<file path="src/rtl/cpu_pkg.sv">
// Shared types for the Mini SRC control sequencer: opcodes, step states, strobe bundle.
// Latency: n/a (types only).
// Backpressure: n/a.
package cpu_pkg;

    localparam int OPW     = 5;
    localparam int T_STEPS = 8;

    localparam logic [4:0] OP_LD   = 5'b00000;
    localparam logic [4:0] OP_LDI  = 5'b00001;
    localparam logic [4:0] OP_ST   = 5'b00010;
    localparam logic [4:0] OP_ADD  = 5'b00011;
    localparam logic [4:0] OP_SUB  = 5'b00100;
    localparam logic [4:0] OP_AND  = 5'b01001;
    localparam logic [4:0] OP_OR   = 5'b01010;
    localparam logic [4:0] OP_ADDI = 5'b01011;
    localparam logic [4:0] OP_ANDI = 5'b01100;
    localparam logic [4:0] OP_ORI  = 5'b01101;
    localparam logic [4:0] OP_BR   = 5'b10010;
    localparam logic [4:0] OP_NOP  = 5'b11001;
    localparam logic [4:0] OP_HALT = 5'b11010;

    typedef enum logic [3:0] {
        ST_RST, ST_T0, ST_T1, ST_T2, ST_T3, ST_T4, ST_T5, ST_T6, ST_T7, ST_HALT
    } state_t;

    typedef struct packed {
        logic pcout;
        logic pcin;
        logic incpc;
        logic marin;
        logic mdrin;
        logic mdrout;
        logic read;
        logic write;
        logic irin;
        logic yin;
        logic zlowin;
        logic zhighin;
        logic zlowout;
        logic zhighout;
        logic cout;
        logic gra;
        logic grb;
        logic grc;
        logic rin;
        logic rout;
        logic baout;
        logic conin;
    } strobe_t;

    // Final execute step of each instruction; the sequencer returns to T0 after it.
    function automatic state_t last_state(input logic [4:0] op);
        case (op)
            OP_LD, OP_ST:                        last_state = ST_T7;
            OP_BR:                               last_state = ST_T6;
            OP_LDI, OP_ADD, OP_SUB, OP_AND,
            OP_OR, OP_ADDI, OP_ANDI, OP_ORI:     last_state = ST_T5;
            default:                             last_state = ST_T3;
        endcase
    endfunction

endpackage

</file>
<file path="src/rtl/control_unit_if.sv">
// Control-unit <-> datapath bundle: IR opcode/condition/stop in, strobes out.
// Latency: n/a (wires only).
// Backpressure: none; strobes are a per-cycle decode.
interface control_unit_if #(parameter int OPW = 5) ();

    logic [OPW-1:0] opcode;
    logic           con_ff;
    logic           stop;
    logic           run;
    logic PCout, PCin, IncPC, MARin, MDRin, MDRout, Read, Write, IRin, Yin;
    logic ZLowIn, ZHighIn, ZLowout, ZHighout, Cout;
    logic Gra, Grb, Grc, Rin, Rout, BAout, CONin;

    modport master (
        input  opcode, con_ff, stop,
        output run, PCout, PCin, IncPC, MARin, MDRin, MDRout, Read, Write, IRin, Yin,
               ZLowIn, ZHighIn, ZLowout, ZHighout, Cout,
               Gra, Grb, Grc, Rin, Rout, BAout, CONin
    );

    modport slave (
        output opcode, con_ff, stop,
        input  run, PCout, PCin, IncPC, MARin, MDRin, MDRout, Read, Write, IRin, Yin,
               ZLowIn, ZHighIn, ZLowout, ZHighout, Cout,
               Gra, Grb, Grc, Rin, Rout, BAout, CONin
    );

endinterface

</file>
<file path="src/rtl/step_decoder.sv">
// Pure combinational decode of sequencer state + opcode + con_ff into datapath strobes.
// Latency: 0 cycles.
// Backpressure: none.
module step_decoder
    import cpu_pkg::*;
#(
    parameter int OPW = 5
) (
    input  state_t         state,
    input  logic [OPW-1:0] opcode,
    input  logic           con_ff,
    output strobe_t        stb,
    output logic           run
);

    always_comb begin
        stb = '0;
        run = (state != ST_RST) && (state != ST_HALT);
        case (state)
            ST_T0: begin
                stb.pcout  = 1'b1;
                stb.marin  = 1'b1;
                stb.incpc  = 1'b1;
                stb.zlowin = 1'b1;
            end
            ST_T1: begin
                stb.zlowout = 1'b1;
                stb.pcin    = 1'b1;
                stb.read    = 1'b1;
                stb.mdrin   = 1'b1;
            end
            ST_T2: begin
                stb.mdrout = 1'b1;
                stb.irin   = 1'b1;
            end
            ST_T3: begin
                case (opcode)
                    OP_LD, OP_LDI, OP_ST: begin
                        stb.grb   = 1'b1;
                        stb.baout = 1'b1;
                        stb.yin   = 1'b1;
                    end
                    OP_ADD, OP_SUB, OP_AND, OP_OR, OP_ADDI, OP_ANDI, OP_ORI: begin
                        stb.grb  = 1'b1;
                        stb.rout = 1'b1;
                        stb.yin  = 1'b1;
                    end
                    OP_BR: begin
                        stb.gra   = 1'b1;
                        stb.rout  = 1'b1;
                        stb.conin = 1'b1;
                    end
                    default: ;
                endcase
            end
            ST_T4: begin
                case (opcode)
                    OP_LD, OP_LDI, OP_ST, OP_ADDI, OP_ANDI, OP_ORI: begin
                        stb.cout   = 1'b1;
                        stb.zlowin = 1'b1;
                    end
                    OP_ADD, OP_SUB, OP_AND, OP_OR: begin
                        stb.grc     = 1'b1;
                        stb.rout    = 1'b1;
                        stb.zlowin  = 1'b1;
                        stb.zhighin = 1'b1;
                    end
                    OP_BR: begin
                        stb.pcout = 1'b1;
                        stb.yin   = 1'b1;
                    end
                    default: ;
                endcase
            end
            ST_T5: begin
                case (opcode)
                    OP_LD, OP_ST: begin
                        stb.zlowout = 1'b1;
                        stb.marin   = 1'b1;
                    end
                    OP_LDI, OP_ADD, OP_SUB, OP_AND, OP_OR, OP_ADDI, OP_ANDI, OP_ORI: begin
                        stb.zlowout = 1'b1;
                        stb.gra     = 1'b1;
                        stb.rin     = 1'b1;
                    end
                    OP_BR: begin
                        stb.cout   = 1'b1;
                        stb.zlowin = 1'b1;
                    end
                    default: ;
                endcase
            end
            ST_T6: begin
                case (opcode)
                    OP_LD: begin
                        stb.read  = 1'b1;
                        stb.mdrin = 1'b1;
                    end
                    // Store loads MDR from the register file, so memory read stays off.
                    OP_ST: begin
                        stb.gra   = 1'b1;
                        stb.rout  = 1'b1;
                        stb.mdrin = 1'b1;
                    end
                    OP_BR: begin
                        stb.zlowout = con_ff;
                        stb.pcin    = con_ff;
                    end
                    default: ;
                endcase
            end
            ST_T7: begin
                case (opcode)
                    OP_LD: begin
                        stb.mdrout = 1'b1;
                        stb.gra    = 1'b1;
                        stb.rin    = 1'b1;
                    end
                    OP_ST:   stb.write = 1'b1;
                    default: ;
                endcase
            end
            default: ;
        endcase
    end

endmodule

</file>
<file path="src/rtl/control_unit.sv">
// Hardwired Moore sequencer for Mini SRC: fetch T0-T2, execute T3-T7, HALT on halt/stop.
// Latency: strobes are a same-cycle decode of the state register; one step per clk.
// Backpressure: none; stop is honoured only at an instruction boundary.
module control_unit
    import cpu_pkg::*;
#(
    parameter int OPW = 5
) (
    input  logic           clk,
    input  logic           clr,
    control_unit_if.master cu
);

    state_t         state;
    state_t         state_nxt;
    strobe_t        stb;
    logic           run;
    logic [OPW-1:0] op;

    assign op = cu.opcode;

    always_ff @(posedge clk or negedge clr) begin
        if (!clr) state <= ST_RST;
        else      state <= state_nxt;
    end

    always_comb begin
        state_nxt = state;
        case (state)
            ST_RST:  state_nxt = ST_T0;
            ST_T0:   state_nxt = ST_T1;
            ST_T1:   state_nxt = ST_T2;
            ST_T2:   state_nxt = ST_T3;
            ST_HALT: state_nxt = ST_HALT;
            default: begin
                // T7 always ends an instruction, so a bad opcode cannot walk past it.
                if (state == ST_T3 && op == OP_HALT)
                    state_nxt = ST_HALT;
                else if (state == last_state(op) || state == ST_T7)
                    state_nxt = cu.stop ? ST_HALT : ST_T0;
                else
                    state_nxt = state_t'(state + 4'd1);
            end
        endcase
    end

    step_decoder #(.OPW(OPW)) u_step_decoder (
        .state  (state),
        .opcode (op),
        .con_ff (cu.con_ff),
        .stb    (stb),
        .run    (run)
    );

    assign cu.run      = run;
    assign cu.PCout    = stb.pcout;
    assign cu.PCin     = stb.pcin;
    assign cu.IncPC    = stb.incpc;
    assign cu.MARin    = stb.marin;
    assign cu.MDRin    = stb.mdrin;
    assign cu.MDRout   = stb.mdrout;
    assign cu.Read     = stb.read;
    assign cu.Write    = stb.write;
    assign cu.IRin     = stb.irin;
    assign cu.Yin      = stb.yin;
    assign cu.ZLowIn   = stb.zlowin;
    assign cu.ZHighIn  = stb.zhighin;
    assign cu.ZLowout  = stb.zlowout;
    assign cu.ZHighout = stb.zhighout;
    assign cu.Cout     = stb.cout;
    assign cu.Gra      = stb.gra;
    assign cu.Grb      = stb.grb;
    assign cu.Grc      = stb.grc;
    assign cu.Rin      = stb.rin;
    assign cu.Rout     = stb.rout;
    assign cu.BAout    = stb.baout;
    assign cu.CONin    = stb.conin;

endmodule

</file>
<file path="src/flat_wrapper.sv">
// flat-port wrapper written by rule: the top's interface ports become plain ports
module control_unit_flat import cpu_pkg::*;
#(
    parameter int OPW = 5
)
  (clk, clr, cu_opcode, cu_con_ff, cu_stop, cu_run, cu_PCout, cu_PCin, cu_IncPC, cu_MARin, cu_MDRin, cu_MDRout, cu_Read, cu_Write, cu_IRin, cu_Yin, cu_ZLowIn, cu_ZHighIn, cu_ZLowout, cu_ZHighout, cu_Cout, cu_Gra, cu_Grb, cu_Grc, cu_Rin, cu_Rout, cu_BAout, cu_CONin);
  control_unit_if #(.OPW(OPW)) cu_i ();
  input  logic clk;
  input  logic clr;
  input wire logic [$bits(cu_i.opcode)-1:0] cu_opcode;
  input wire logic [$bits(cu_i.con_ff)-1:0] cu_con_ff;
  input wire logic [$bits(cu_i.stop)-1:0] cu_stop;
  output wire logic [$bits(cu_i.run)-1:0] cu_run;
  output wire logic [$bits(cu_i.PCout)-1:0] cu_PCout;
  output wire logic [$bits(cu_i.PCin)-1:0] cu_PCin;
  output wire logic [$bits(cu_i.IncPC)-1:0] cu_IncPC;
  output wire logic [$bits(cu_i.MARin)-1:0] cu_MARin;
  output wire logic [$bits(cu_i.MDRin)-1:0] cu_MDRin;
  output wire logic [$bits(cu_i.MDRout)-1:0] cu_MDRout;
  output wire logic [$bits(cu_i.Read)-1:0] cu_Read;
  output wire logic [$bits(cu_i.Write)-1:0] cu_Write;
  output wire logic [$bits(cu_i.IRin)-1:0] cu_IRin;
  output wire logic [$bits(cu_i.Yin)-1:0] cu_Yin;
  output wire logic [$bits(cu_i.ZLowIn)-1:0] cu_ZLowIn;
  output wire logic [$bits(cu_i.ZHighIn)-1:0] cu_ZHighIn;
  output wire logic [$bits(cu_i.ZLowout)-1:0] cu_ZLowout;
  output wire logic [$bits(cu_i.ZHighout)-1:0] cu_ZHighout;
  output wire logic [$bits(cu_i.Cout)-1:0] cu_Cout;
  output wire logic [$bits(cu_i.Gra)-1:0] cu_Gra;
  output wire logic [$bits(cu_i.Grb)-1:0] cu_Grb;
  output wire logic [$bits(cu_i.Grc)-1:0] cu_Grc;
  output wire logic [$bits(cu_i.Rin)-1:0] cu_Rin;
  output wire logic [$bits(cu_i.Rout)-1:0] cu_Rout;
  output wire logic [$bits(cu_i.BAout)-1:0] cu_BAout;
  output wire logic [$bits(cu_i.CONin)-1:0] cu_CONin;
  assign cu_i.opcode = cu_opcode;
  assign cu_i.con_ff = cu_con_ff;
  assign cu_i.stop = cu_stop;
  assign cu_run = cu_i.run;
  assign cu_PCout = cu_i.PCout;
  assign cu_PCin = cu_i.PCin;
  assign cu_IncPC = cu_i.IncPC;
  assign cu_MARin = cu_i.MARin;
  assign cu_MDRin = cu_i.MDRin;
  assign cu_MDRout = cu_i.MDRout;
  assign cu_Read = cu_i.Read;
  assign cu_Write = cu_i.Write;
  assign cu_IRin = cu_i.IRin;
  assign cu_Yin = cu_i.Yin;
  assign cu_ZLowIn = cu_i.ZLowIn;
  assign cu_ZHighIn = cu_i.ZHighIn;
  assign cu_ZLowout = cu_i.ZLowout;
  assign cu_ZHighout = cu_i.ZHighout;
  assign cu_Cout = cu_i.Cout;
  assign cu_Gra = cu_i.Gra;
  assign cu_Grb = cu_i.Grb;
  assign cu_Grc = cu_i.Grc;
  assign cu_Rin = cu_i.Rin;
  assign cu_Rout = cu_i.Rout;
  assign cu_BAout = cu_i.BAout;
  assign cu_CONin = cu_i.CONin;
  control_unit #(.OPW(OPW)) u_core (.clk(clk), .clr(clr), .cu(cu_i));
endmodule
</file>
<file path="config.mk">
export PLATFORM = sky130hd
export DESIGN_NAME = control_unit_flat
export DESIGN_NICKNAME = d
export VERILOG_FILES = /design/src/rtl/cpu_pkg.sv /design/src/rtl/control_unit_if.sv /design/src/rtl/step_decoder.sv /design/src/rtl/control_unit.sv /design/src/flat_wrapper.sv
export SDC_FILE = /design/constraint.sdc
export NUM_CORES = 1
export LEC_CHECK = 0
export CORE_UTILIZATION = 30
export DETAILED_ROUTE_END_ITERATION = 8
export PLACE_DENSITY_LB_ADDON = 0.15
export SYNTH_ARGS = -nofsm -noshare
export SYNTH_HDL_FRONTEND = slang
export SYNTH_SLANG_ARGS = --single-unit
</file>
<file path="constraint.sdc">
create_clock -name clk -period 2.2 [get_ports clk]
set_clock_uncertainty 0.1 [all_clocks]
set_input_delay 0.44 -clock clk [delete_from_list [all_inputs] [get_ports clk]]
set_output_delay 0.44 -clock clk [all_outputs]
set_load 0.05 [all_outputs]
</file>
Word-level counts from Yosys, hierarchy flattened

Memories as Yosys holds them, arrays and structs flattened.
Index checks and enable logic that the tools add are counted.

Register bits after elaboration: 4
Bits in latches: 0
Memory bits (writable): 0
Bits in read-only memories: 128
Bits of input ports: 9
Output and inout bits: 23
Word-level logic and storage cells: 75
Memories kept: 1

Add/subtract/negate cells: 1
Multipliers: 0
Div/mod/pow operators: 0
Order comparisons: 0
Eq/ne operators: 22
Shifts and indexed selects: 0
Multiplexer cells: 36
Bitwise logic cells: 0
Reduce and logical (&&, ||, !) cells: 14

Memories:

| memory           | depth | width | rd ports | clocked after Yosys merged registers in | write ports | RTL line      | RTL |
|---|---|---|---|---|---|---|---|
| (name not given) | 32    | 4     | 1        | 0                                       | 0           | cpu_pkg.sv:54 | `case (op)` |

Operators by type and width:

| kind                                                | count |
|---|---|
| equality test 5 x 4 -> 1 bit, second input constant | 5 |
| 2-to-1 mux 4 bit                                    | 5 |
| case mux 4 bit (5 select lines)                     | 1 |
| case mux 1 bit (2 select lines)                     | 9 |
| equality test 4 x 3 -> 1 bit, second input constant | 4 |
| 2-to-1 mux 1 bit                                    | 16 |
| OR reduction 8 bit                                  | 2 |
| equality test 5 x 2 -> 1 bit, second input constant | 2 |
| equality test 5 bit, second input constant          | 2 |
| OR reduction 10 bit                                 | 1 |
| case mux 1 bit (3 select lines)                     | 3 |
| equality test 4 x 2 -> 1 bit, second input constant | 2 |
| equality test 4 bit, second input constant          | 2 |
| OR reduction 6 bit                                  | 1 |
| equality test 5 x 1 -> 1 bit, second input constant | 1 |
| equality test 5 x 3 -> 1 bit, second input constant | 1 |
| zero test 5 bit                                     | 1 |
| OR reduction 5 bit                                  | 1 |
| adder 4 x 1 -> 4 bit, second input constant         | 1 |
| equality test 4 x 1 -> 1 bit, second input constant | 1 |
| equality test 4 bit                                 | 1 |
| zero test 4 bit                                     | 1 |
| inequality test 4 bit, second input constant        | 1 |
| case mux 1 bit (4 select lines)                     | 1 |
| 7 further kinds                                     | 8 |

Longest topological paths before layout

Word-level depth: 9
Mapped depth: 7
Depth with buffers taken out: 7

Hierarchy

A second synthesis with hierarchy kept.

Cells, all modules: 139
Area, all modules: 1072.3 sq um

Modules (own cells, without submodules):

| module       | instances | cells an instance | area each (sq um) | sequential area each (sq um) |
|---|---|---|---|---|
| step_decoder | 1         | 85                | 601.8             | 0.0 |
| control_unit | 1         | 54                | 470.5             | 100.1 |

Least setup slack after synthesis

No wires, ideal clock.

Path kind: input port to output port
From: input port cu_opcode[0]
To: output port cu_Rout
Data arrival time: 2978 ps
Data required time: 1660 ps
Path slack: -1318 ps
Stages on the path: 5
Path buffers: 1
Path through: buf_4 > nor2b_1 > o21ai_1 > nand2b_1 > o311ai_0

Word-level cells in the longest chain between the ends: 4
Elaborated cells on any way between the ends: 15

Ends and longest elaborated chain:

| element                                                            | RTL line                               | RTL |
|---|---|---|
| start: declaration                                                 | flat_wrapper.sv:10                     | `input wire logic [$bits(cu_i.opcode)-1:0] cu_opcode;` |
| equality test 5 bit, or another cell as far along                  | step_decoder.sv:37                     | `case (opcode)` |
| OR reduction 8 bit (no line) or OR reduction 4 bit (tied branches) | -                                      |  |
| 2-to-1 mux 1 bit (on tied branches)                                | step_decoder.sv:37, step_decoder.sv:57 |  |
| case mux 1 bit (3 select lines) *                                  | step_decoder.sv:19                     | `case (state)` |
| end: declaration                                                   | flat_wrapper.sv:33                     | `output wire logic [$bits(cu_i.Rout)-1:0] cu_Rout;` |

Mark *: on every way between the ends. The rest lies on a longest branch, timed or not.

Final worst setup path

From: register u_core.state[3]
To: output port cu_Gra

Word-level cells in the longest chain between the ends: 2
Elaborated cells on any way between the ends: 5

Ends and longest elaborated chain:

| element                                                             | RTL line           | RTL |
|---|---|---|
| start: declaration                                                  | control_unit.sv:14 | `state_t state;` |
| start signal: assignment                                            | control_unit.sv:24 | `else state <= state_nxt;` |
| equality test 4 bit or equality test 4 x 3 -> 1 bit (tied branches) | step_decoder.sv:19 |  |
| case mux 1 bit (4 select lines) *                                   | step_decoder.sv:19 |  |
| end: declaration                                                    | flat_wrapper.sv:29 | `output wire logic [$bits(cu_i.Gra)-1:0] cu_Gra;` |

Marked as above.

==> flow_summary.json <==
{
  "avgSynthCellArea_um2": 7.28,
  "postRouteAntennaNets": 0,
  "htreeDepth": 1,
  "hold_viol_final": 0,
  "rr_startpoint": "u_core.state[0]$_DFF_PN0_",
  "drv_cap": 0,
  "clock-sinks": 4,
  "grt_pass1_vias": 1293,
  "largest_reg_flops": 4,
  "cp-end-kind": "primary output",
  "fin_crit_ns": 2.28,
  "grt_max_degree": 11,
  "synth.top_cells.by_area": "dfrtp_1 (11%), ha_1 (5.6%), nor2_1 (4.6%)",
  "clock_latency_ns": 0.25,
  "first_pass_iters": 4,
  "ir_drop_v": 0.00139,
  "status": "complete, but fails checks",
  "grt-ovfl-total": 0,
  "pre_cts_ws_ns": -0.488,
  "slew_viol_final": 0,
  "fmax_ghz": 0.438,
  "drive_gt1_frac": 0.700,
  "violations": "negative setup slack",
  "start_util": 0.319,
  "avgViaCountPerCell": 5.54,
  "die_w_um": 56.4,
  "cts_buffers": 3,
  "leakagePower_nw": 0.950,
  "ys_ff_latch": 4,
  "port_buffers": 30,
  "cts_tree": "yes",
  "synth_top_cell_by_area": "dfrtp_1",
  "crit_type": "reg2out",
  "wl_per_cell_um": 16.1,
  "synthArstFlopShare": 1.00,
  "grt_antenna_before_repair": 0,
  "cp.arrival_ns": 1.74,
  "final_cells": 234,
  "grt_pass1_wl_um": 6040,
  "mostFrequentLayoutCell": "buf_4",
  "syn_area_um2": 888,
  "rows": 19,
  "path_clk_slew_ns": 0.05,
  "clockBufferDepth": 2,
  "p_per_area_nw_per_um2": 1170,
  "yosysWarnings": 0,
  "core_area_um2": 2780,
  "synth_top_area_frac": 0.113,
  "startpoint_type": "flop",
  "fin_ws_ns": -0.0810,
  "synth_edf_count": 0,
  "ys_seq_area_frac": 0.113,
  "crit_required_ns": 1.66,
  "yosys.cell_types.count": 47,
  "root_buffer": "clkbuf_4",
  "wl_um": 3770,
  "antenna_cells": 0,
  "ios": 32,
  "cts_hold_buf": 0,
  "startpoint": "u_core.state[3]$_DFF_PN0_",
  "synthFlopType": "dfrtp_1",
  "layout_common_cells": "buf_4 (51), buf_12 (23), buf_6 (8)",
  "die_h_um": 56.4,
  "nNetsFinal": 218,
  "dp_hpwl_um": 2640,
  "drt_iter0_drc": 96,
  "vias": 1296,
  "regMostFlops": "u_core.state",
  "hp-class": "in2async",
  "routabilityCongestion": 0.924,
  "die_area_um2": 3180,
  "fin_area_um2": 2160,
  "ff2ff_setup_slack_ns": 0.02,
  "grt_setup_unrepaired": "yes",
  "synthesis.instances": 122,
  "timing.setup.tns_ns": -0.325,
  "critPathMaxFanout": 6,
  "drc": 0,
  "post-route-util": 0.778,
  "place_inst": 212,
  "fillers": 182,
  "track_usage": 0.240,
  "fin_crit_sh": 1.04,
  "area_growth_syn_to_layout_pct": 144,
  "synth.net_count": 135,
  "largestRegisters": "u_core.state: 4 flops",
  "place_area_um2": 1820,
  "setup_viol": 9
}
[kinds of logic (layout without fill, tap and decap cells)]
group                      Yosys count  count (layout)  synth area share
AOI/OAI and AO/OA                   34              34             0.272
adders and majority gates            4               4            0.0563
buffers and inverters               16              97            0.0958
DFF                                  4               4             0.113
other                                1               1           0.00422
xor gates and xnor gates             2               2            0.0197
muxes                                4               4            0.0465
and+or+nand+nor                     57              57             0.393
[synthesized netlist by cell type (2+ instances only)]
master,count
nor3b_1,2
ha_1,4
nand4_1,2
nor3_1,3
inv_1,8
a211oi_1,3
a211o_1,2
nand2_1,9
a22o_1,2
nand3b_1,3
mux2i_1,3
a31o_2,2
a21o_1,2
o21ai_0,5
nor2b_1,2
buf_4,4
nor2_1,11
a21oi_1,7
o21ai_1,3
o31ai_1,3
nor4_1,4
nand2b_1,4
buf_2,2
nand3_1,4
dfrtp_1,4
xnor2_1,2
or2_2,2
[stage by stage]
| stage | hold WS (ns) | total power, W |
|---|---|---|
| after floorplan | 0.0444 | 0.00125 |
| after global placement | 0.547 | 0.00196 |
| after detailed placement | 0.555 | 0.00200 |
| after CTS | 0.290 | 0.00230 |
| after global routing | 0.311 | 0.00263 |
| final | 0.289 | 0.00253 |
[layer usage]
layer,up-vias,global-route usage,wire length [µm]
met4,0,0.0767,45
met3,6,0.0369,201
met1,620,0.271,1540
li1,610,-,-
met2,60,0.454,1990
met5,-,0,0
[worst max-delay path, cell delays in order (launching register included)]
cell	delay (ns)
dfrtp_1	0.43
and2b_2	0.33
nand2_2	0.16
o31ai_4	0.27
nand2b_4	0.18
buf_12	0.13
[layout make-up]
type	count	area, µm²	area share
clock buffer	3	22.5	0.0104
multi-input combinational	102	996	0.460
tap	31	38.8	0.0179
sequential	4	103	0.0474
inverter	8	35.0	0.0162
timing repair buffer	86	968	0.448
[power by group]
part	internal, W	leakage [nW]	switching [W]	total [W]
Combinational	0.00106	0.890	0.00118	0.00225
Sequential	0.000118	0.0469	0.0000640	0.000182
Clock	0.0000618	0.0138	0.0000421	0.000104
Total	0.00124	0.950	0.00129	0.00253
[final timing paths]
check | end | cells after the start
max in group asynchronous | u_core.state[0]$_DFF_PN0_ | 1
min in group clk | u_core.state[1]$_DFF_PN0_ | 4
worst min-delay path | u_core.state[2]$_DFF_PN0_ | 1
worst max register to register | u_core.state[3]$_DFF_PN0_ | 9
worst min register to register | u_core.state[1]$_DFF_PN0_ | 4
worst max-delay path | cu_Gra | 5
[what timing repair did]
item / 4_1_cts / 5_1_grt
setup buffers: 15 / 6
endpoints found under the setup margin: 23 / 21
pin swaps: 16 / 13
gates resized for setup: 50 / 20
Note: power is estimated with default switching activity, not from simulation.
